--- config.mk ---
export PLATFORM = sky130hd
export DESIGN_NAME = fetch_ctrl
export DESIGN_NICKNAME = d
export VERILOG_FILES = /design/src/rtl/fetch_pkg.sv /design/src/rtl/fetch_fifo.sv /design/src/rtl/fetch_ctrl.sv
export SDC_FILE = /design/constraint.sdc
export NUM_CORES = 1
export LEC_CHECK = 0
export CORE_UTILIZATION = 47
export DETAILED_ROUTE_END_ITERATION = 8
export PLACE_DENSITY = 0.8
export SLEW_MARGIN = 20
export SYNTH_ARGS = -nofsm -noshare
export SYNTH_HDL_FRONTEND = slang
export SYNTH_SLANG_ARGS = --single-unit
--- constraint.sdc ---
create_clock -name clk -period 6.3 [get_ports clk]
set_clock_uncertainty 0.05 [all_clocks]
set_input_delay 0.945 -clock clk [delete_from_list [all_inputs] [get_ports clk]]
set_output_delay 0.945 -clock clk [all_outputs]
set_load 0.05 [all_outputs]
--- src/rtl/fetch_pkg.sv ---
// fetch_pkg: shared constants and types for the instruction-fetch slice.
//   XLEN        - default PC/address width
//   ILEN        - default instruction width
//   INSTR_BYTES - sequential PC increment
//   seq_state_e - fetch sequencer state encoding
package fetch_pkg;

  localparam int unsigned XLEN        = 64;
  localparam int unsigned ILEN        = 32;
  localparam int unsigned INSTR_BYTES = 4;

  typedef enum logic [1:0] {
    SeqIdle,
    SeqReq,
    SeqWait,
    SeqDrop
  } seq_state_e;

endpackage

--- src/rtl/fetch_fifo.sv ---
// fetch_fifo: small fetch queue of {pc, instr} entries.
// Ports:
//   clk, rst     - clock, asynchronous active-high reset
//   push, wdata  - enqueue an entry (ignored when full unless popping same cycle)
//   pop          - dequeue the head entry (ignored when empty)
//   flush        - clear the queue; overrides push and pop
//   rdata        - head entry, zero when empty
//   count        - number of valid entries
module fetch_fifo #(
  parameter int unsigned Width = 96,
  parameter int unsigned Depth = 2,
  localparam int unsigned CntW = $clog2(Depth) + 1
) (
  input  logic             clk,
  input  logic             rst,
  input  logic             push,
  input  logic [Width-1:0] wdata,
  input  logic             pop,
  input  logic             flush,
  output logic [Width-1:0] rdata,
  output logic [CntW-1:0]  count
);

  localparam int unsigned AddrW = $clog2(Depth);

  logic [Width-1:0] mem_q [Depth];
  logic [AddrW-1:0] wptr_q, rptr_q;
  logic [CntW-1:0]  count_q;
  logic             do_push, do_pop, is_empty;

  assign is_empty = (count_q == '0);
  assign do_pop   = pop && !is_empty;
  // A push into a full queue is only safe when the head leaves on the same edge.
  assign do_push  = push && ((count_q != CntW'(Depth)) || do_pop);

  // Depth is a power of two, so the pointers wrap on their own.
  always_ff @(posedge clk or posedge rst) begin
    if (rst) begin
      wptr_q  <= '0;
      rptr_q  <= '0;
      count_q <= '0;
    end else if (flush) begin
      wptr_q  <= '0;
      rptr_q  <= '0;
      count_q <= '0;
    end else begin
      if (do_push) wptr_q <= wptr_q + AddrW'(1);
      if (do_pop)  rptr_q <= rptr_q + AddrW'(1);
      count_q <= count_q + CntW'(do_push) - CntW'(do_pop);
    end
  end

  always_ff @(posedge clk) begin
    if (do_push && !flush) mem_q[wptr_q] <= wdata;
  end

  assign rdata = is_empty ? '0 : mem_q[rptr_q];
  assign count = count_q;

endmodule

--- src/rtl/fetch_ctrl.sv ---
// fetch_ctrl: instruction-fetch sequencer with a single outstanding request.
// Ports:
//   clk, rst             - clock, asynchronous active-high reset
//   pc_cur               - current PC from the PC register
//   pc_next, pc_write    - PC register load value / enable
//   imem_req, imem_addr  - instruction-memory request
//   imem_gnt             - request accepted this cycle
//   imem_rvalid/rdata    - instruction-memory response
//   redirect/redirect_pc - taken branch: flush and refetch from target
//   if_valid/pc/instr    - head of the fetch queue towards decode
//   if_ready             - decode consumes the head
module fetch_ctrl
  import fetch_pkg::*;
#(
  parameter int unsigned XLEN     = fetch_pkg::XLEN,
  parameter int unsigned ILEN     = fetch_pkg::ILEN,
  parameter int unsigned FQ_DEPTH = 2
) (
  input  logic            clk,
  input  logic            rst,
  input  logic [XLEN-1:0] pc_cur,
  output logic [XLEN-1:0] pc_next,
  output logic            pc_write,
  output logic            imem_req,
  output logic [XLEN-1:0] imem_addr,
  input  logic            imem_gnt,
  input  logic            imem_rvalid,
  input  logic [ILEN-1:0] imem_rdata,
  input  logic            redirect,
  input  logic [XLEN-1:0] redirect_pc,
  output logic            if_valid,
  output logic [XLEN-1:0] if_pc,
  output logic [ILEN-1:0] if_instr,
  input  logic            if_ready
);

  localparam int unsigned CntW = $clog2(FQ_DEPTH) + 1;

  seq_state_e           state_q, state_d;
  logic [XLEN-1:0]      req_pc_q, req_pc_d;
  logic [CntW-1:0]      fq_count;
  logic [XLEN+ILEN-1:0] fq_head;
  logic                 fq_push, fq_pop, fq_flush, can_req;

  // Only one request is ever in flight, so one free slot is enough credit.
  assign can_req = (fq_count < CntW'(FQ_DEPTH));

  always_comb begin
    state_d   = state_q;
    req_pc_d  = req_pc_q;
    pc_write  = 1'b0;
    pc_next   = '0;
    imem_req  = 1'b0;
    imem_addr = '0;
    fq_push   = 1'b0;
    fq_flush  = 1'b0;
    case (state_q)
      SeqIdle: state_d = SeqReq;
      SeqReq: begin
        imem_req = can_req;
        if (can_req) imem_addr = pc_cur;
        if (redirect) begin
          pc_write = 1'b1;
          pc_next  = redirect_pc;
          fq_flush = 1'b1;
        end else if (can_req && imem_gnt) begin
          pc_write = 1'b1;
          pc_next  = pc_cur + XLEN'(INSTR_BYTES);
          req_pc_d = pc_cur;
          state_d  = SeqWait;
        end
      end
      SeqWait: begin
        if (redirect) begin
          pc_write = 1'b1;
          pc_next  = redirect_pc;
          fq_flush = 1'b1;
          state_d  = imem_rvalid ? SeqReq : SeqDrop;
        end else if (imem_rvalid) begin
          fq_push = 1'b1;
          state_d = SeqReq;
        end
      end
      SeqDrop: begin
        if (redirect) begin
          pc_write = 1'b1;
          pc_next  = redirect_pc;
          fq_flush = 1'b1;
        end
        // The stale response ends the drop even if another redirect lands with it.
        if (imem_rvalid) state_d = SeqReq;
      end
      default: state_d = SeqIdle;
    endcase
  end

  always_ff @(posedge clk or posedge rst) begin
    if (rst) begin
      state_q  <= SeqIdle;
      req_pc_q <= '0;
    end else begin
      state_q  <= state_d;
      req_pc_q <= req_pc_d;
    end
  end

  // Flush takes precedence over a coincident pop inside the queue.
  assign fq_pop = if_valid && if_ready;

  fetch_fifo #(
    .Width(XLEN + ILEN),
    .Depth(FQ_DEPTH)
  ) u_fetch_fifo (
    .clk  (clk),
    .rst  (rst),
    .push (fq_push),
    .wdata({req_pc_q, imem_rdata}),
    .pop  (fq_pop),
    .flush(fq_flush),
    .rdata(fq_head),
    .count(fq_count)
  );

  assign if_valid = (fq_count != '0);
  assign if_pc    = fq_head[XLEN+ILEN-1:ILEN];
  assign if_instr = fq_head[ILEN-1:0];

endmodule

==> impl_results.rst <==
.. list-table::
   :header-rows: 1

   * - Metric
     - Value
   * - Run status
     - completed
   * - CP endpoint kind
     - output pin
   * - Die Y
     - 163 um
   * - Final worst path period share
     - 0.870
   * - First-pass detailed-route iteration total
     - 5
   * - Post-detail-place hpwl
     - around 25 mm
   * - Worst slew slack as a fraction of its limit
     - 0.304
   * - Post-CTS Setup Inserts
     - 0
   * - Type of the tightest min-delay check
     - register to register
   * - Slew Limit Fails
     - 0
   * - Post-cts resize count
     - 0
   * - Number of inserted diodes
     - 0
   * - Sequential area share after synthesis
     - 0.614
   * - Logic pwr share
     - 0.408
   * - Most used flip-flop cell after synthesis
     - edfxtp_1
   * - Final total power
     - roughly 6600 uW
   * - Maximum fanout along the worst path
     - 8
   * - Yosys reg bits
     - approximately 260
   * - Arrival time at the worst endpoint
     - approximately 4.5 ns
   * - Post-Synthesis Cells
     - between 1000 and 1500
   * - Overflow after GRT
     - 0
   * - Area delta synth->final
     - 42.0%
   * - Final Setup Violations
     - 0
   * - Detailed Route WL
     - between 30 and 40 mm
   * - Overall die area
     - about 0.027 sq mm
   * - Buf+Inv Stages, Crit Path
     - 2
   * - Core Rows
     - 58
   * - Skew-Pair Late Insertion Delay
     - approximately 0.52 ns
   * - Reported max-cap violation count
     - 0
   * - P_int
     - around 3900 uW
   * - Detailed-route wire length per cell
     - roughly 20 um
   * - Cell with the most instances after synthesis
     - nand2_1
   * - Port Buffers
     - slightly below 400
   * - Total vias in the final route
     - between 9000 and 10000
   * - Number of distinct library cell variants in the gate-level netlist after synthesis
     - 49
   * - LEAKAGE
     - around 0.0063 uW
   * - Share of flip-flops with an asynchronous set or reset
     - 0.267
   * - Delay of the slowest cell on the worst path
     - between 0.8 and 0.9 ns
   * - Mapped Area
     - approximately 0.012 sq mm
   * - Biggest area contributors in the synthesized netlist
     - edfxtp_1, dfrtp_1, mux2i_1
   * - Number of levels the H-tree was split into
     - 1
   * - Clock Tree Buf Depth
     - 3
   * - Total clock buffers created by CTS
     - 27
   * - Clock group share of total power
     - 0.224
   * - Hold buffers post-CTS
     - 0
   * - Post-synthesis mux area share
     - 0.0785
   * - Fraction of synthesized cell area taken by the top area cell type
     - 0.471
   * - Area inside the core boundary
     - ~0.025 sq mm
   * - Class of the most critical setup path
     - input port to output pin
   * - Worst path required time
     - between 5 and 6 ns
   * - Die Width
     - between 150 and 200 um
   * - Yosys warnings
     - 0
   * - Max IR drop VDD
     - between 0.2 and 0.3 mV
   * - IO Count
     - between 300 and 400
   * - TritonCTS clock tree
     - built
   * - Shortest clock period the worst path allows after layout
     - ~5.5 ns
   * - Initial core utilization
     - 0.483
   * - Vias in the first global route
     - around 9400
   * - Sequential share of power
     - 0.368
   * - Arithmetic-cell share of the synthesized area counting full adders, half adders and majority gates
     - 0.00307
   * - Slew at the pin closest to its max-slew limit
     - about 1.0 ns
   * - Global router's overall resource usage
     - 0.266
   * - Remaining antenna violation count
     - 0
   * - Switching power share of the total
     - 0.400
   * - Starting DRC count in detailed routing
     - just over 700
   * - Setup tns final
     - 0 ns
   * - Synthesized area divided by synthesized cell count
     - roughly 11 sq um
   * - Crit-path leading delay family
     - simple AND/OR/NAND/NOR gates
   * - Initial antenna violation count
     - 0
   * - Synthesized-area fraction occupied by ao, oa, aoi and oai cells
     - 0.0357
   * - Clk slew on worst S/H paths
     - approximately 0.050 ns
   * - Mapped Nets
     - 1280
   * - Worst Setup Slack, final
     - between 0.8 and 0.9 ns
   * - Wire length of the first global-routing pass
     - ~54 mm
   * - Place WS
     - about 0.84 ns
   * - Clock Tree Root
     - clkbuf_16
   * - Number of enable-type register cells in the synthesized netlist
     - 192
   * - Kind of launch point of the worst setup path
     - input port
   * - Main combinational cell family by area after synthesis
     - simple AND/OR/NAND/NOR gates
   * - Max Fclk
     - roughly 180 MHz
   * - TritonCTS Sinks
     - ~260
   * - Count of final hold-check violations
     - 0
   * - DRC viols
     - 0
   * - Power density normalized to cell area
     - between 300 and 400 mW/mm^2
   * - Library cell with the largest summed area after synthesis
     - edfxtp_1
   * - Xor/xnor cell area share of the yosys netlist
     - 0.0437
   * - Net switching component of the power
     - 2630 uW
   * - Maximum number of pins on one net before global-route repair
     - 75
   * - Most numerous cell types in the synthesized netlist
     - nand2_1, edfxtp_1, nor2_1
   * - Post-Synth Simple-Gate Area
     - 0.201
   * - Count of nets after finishing
     - roughly 1700
   * - RD Place Congestion
     - ~0.89
   * - Slowest cell on the critical path
     - clkdlybuf4s50_1
   * - Share of layout cells above drive strength 1
     - 0.0531
   * - Ratio of routed vias to standard cells
     - between 5 and 6
   * - Cell-by-cell trace of the critical path
     - clkdlybuf4s50_1 -> nand4_2 -> or3_1 -> or3_1 -> nor2_4 -> nand3_1 -> o31ai_1 -> clkdlybuf4s50_1
   * - Unrepaired setup endpoints after global routing
     - false
==> layout make-up <==
class,count,area [sq um]
timing repair buffer,410,4100
inverter,13,50.0
multi-input combinational,774,4470
fill,1911,7950
clock buffer,35,746
sequential,262,7520
clock inverter,14,80.1
tap,330,413
==> cell families after synthesis <==
kind of cell             Yosys count
XOR/XNOR                          61
flip-flops                       262
buffers and inverters             75
adder cells (fa/ha/maj)            3
multiplexers                      96
AO/OA/AOI/OAI                     77
AND/OR/NAND/NOR                  537
==> through the flow <==
step / cell area, sq um / util / hold slack (ns) / cells
3_5_place_dp: 16500 / 0.653 / 0.406 / 1788
3_3_place_gp: 16500 / 0.653 / 0.396 / 1788
6_report: 17400 / 0.686 / 0.420 / 1838
5_1_grt: 17400 / 0.686 / 0.431 / 1838
2_1_floorplan: 12200 / - / 0.392 / 1111
4_1_cts: 17400 / 0.685 / 0.420 / 1837
==> final timing paths <==
| path | start | endpoint | slack (ns) | cells past startpoint |
|---|---|---|---|---|
| worst max register to register | state_q[0] | u_fetch_fifo.mem_q[1][50] | 3.59 | 5 |
| worst min-delay path | req_pc_q[41] | u_fetch_fifo.mem_q[1][73] | 0.42 | 0 |
| max in group asynchronous | rst | u_fetch_fifo.rptr_q | 4.39 | 3 |
| min in group asynchronous | rst | req_pc_q[56] | 0.78 | 2 |
| worst min register to register | req_pc_q[41] | u_fetch_fifo.mem_q[1][73] | 0.42 | 0 |
| worst max-delay path | pc_cur[26] | pc_next[59] | 0.82 | 8 |
==> per-layer routing <==
metal | vias to the layer above | global-route usage | routed length [um]
li1 | 4577 | - | -
met1 | 4635 | 0.353 | 14800
met2 | 420 | 0.452 | 17700
met3 | 66 | 0.0452 | 2660
met4 | 0 | 0.0633 | 754
met5 | - | 0 | 0
==> registers in the layout, indices dropped and copies added (netlist names) <==
register	cells
state_q	2
u_fetch_fifo.count	2
u_fetch_fifo.mem_q	192
u_fetch_fifo.wptr_q	1
u_fetch_fifo.rptr_q	1
req_pc_q	64
==> power groups by stage <==
stage                     Clock [uW]  Combinational (uW)  Sequential, uW
after floorplan                    0                1760            2350
after global placement             0                2650            2420
after detailed placement           0                2660            2450
after CTS                       1500                2680            2410
after global routing            1570                2820            2450
final                           1470                2680            2410
==> cells in the final DEF (no fill, tap or decap), types with 3 or more instances in the layout <==
cell             count
a22o_1               6
nor3_1              17
ha_1                 3
clkinvlp_4           5
clkbuf_16           27
clkdlybuf4s50_1    392
nor4_1               5
or3_1                3
xnor2_1             34
clkbuf_8             4
edfxtp_1           192
o21ai_0             51
o21ai_1             10
nand4_1             14
xor2_1              27
nor2_1             117
clkinv_1             5
and2_1              68
buf_4               15
nor2_4               3
and3_1               6
nand3_1             24
clkbuf_1             4
mux2i_1             96
and4_1               3
clkinv_2             4
dfrtp_1             69
nand2_1            256
inv_1               12
No activity file was read; power rests on OpenSTA's default activity.
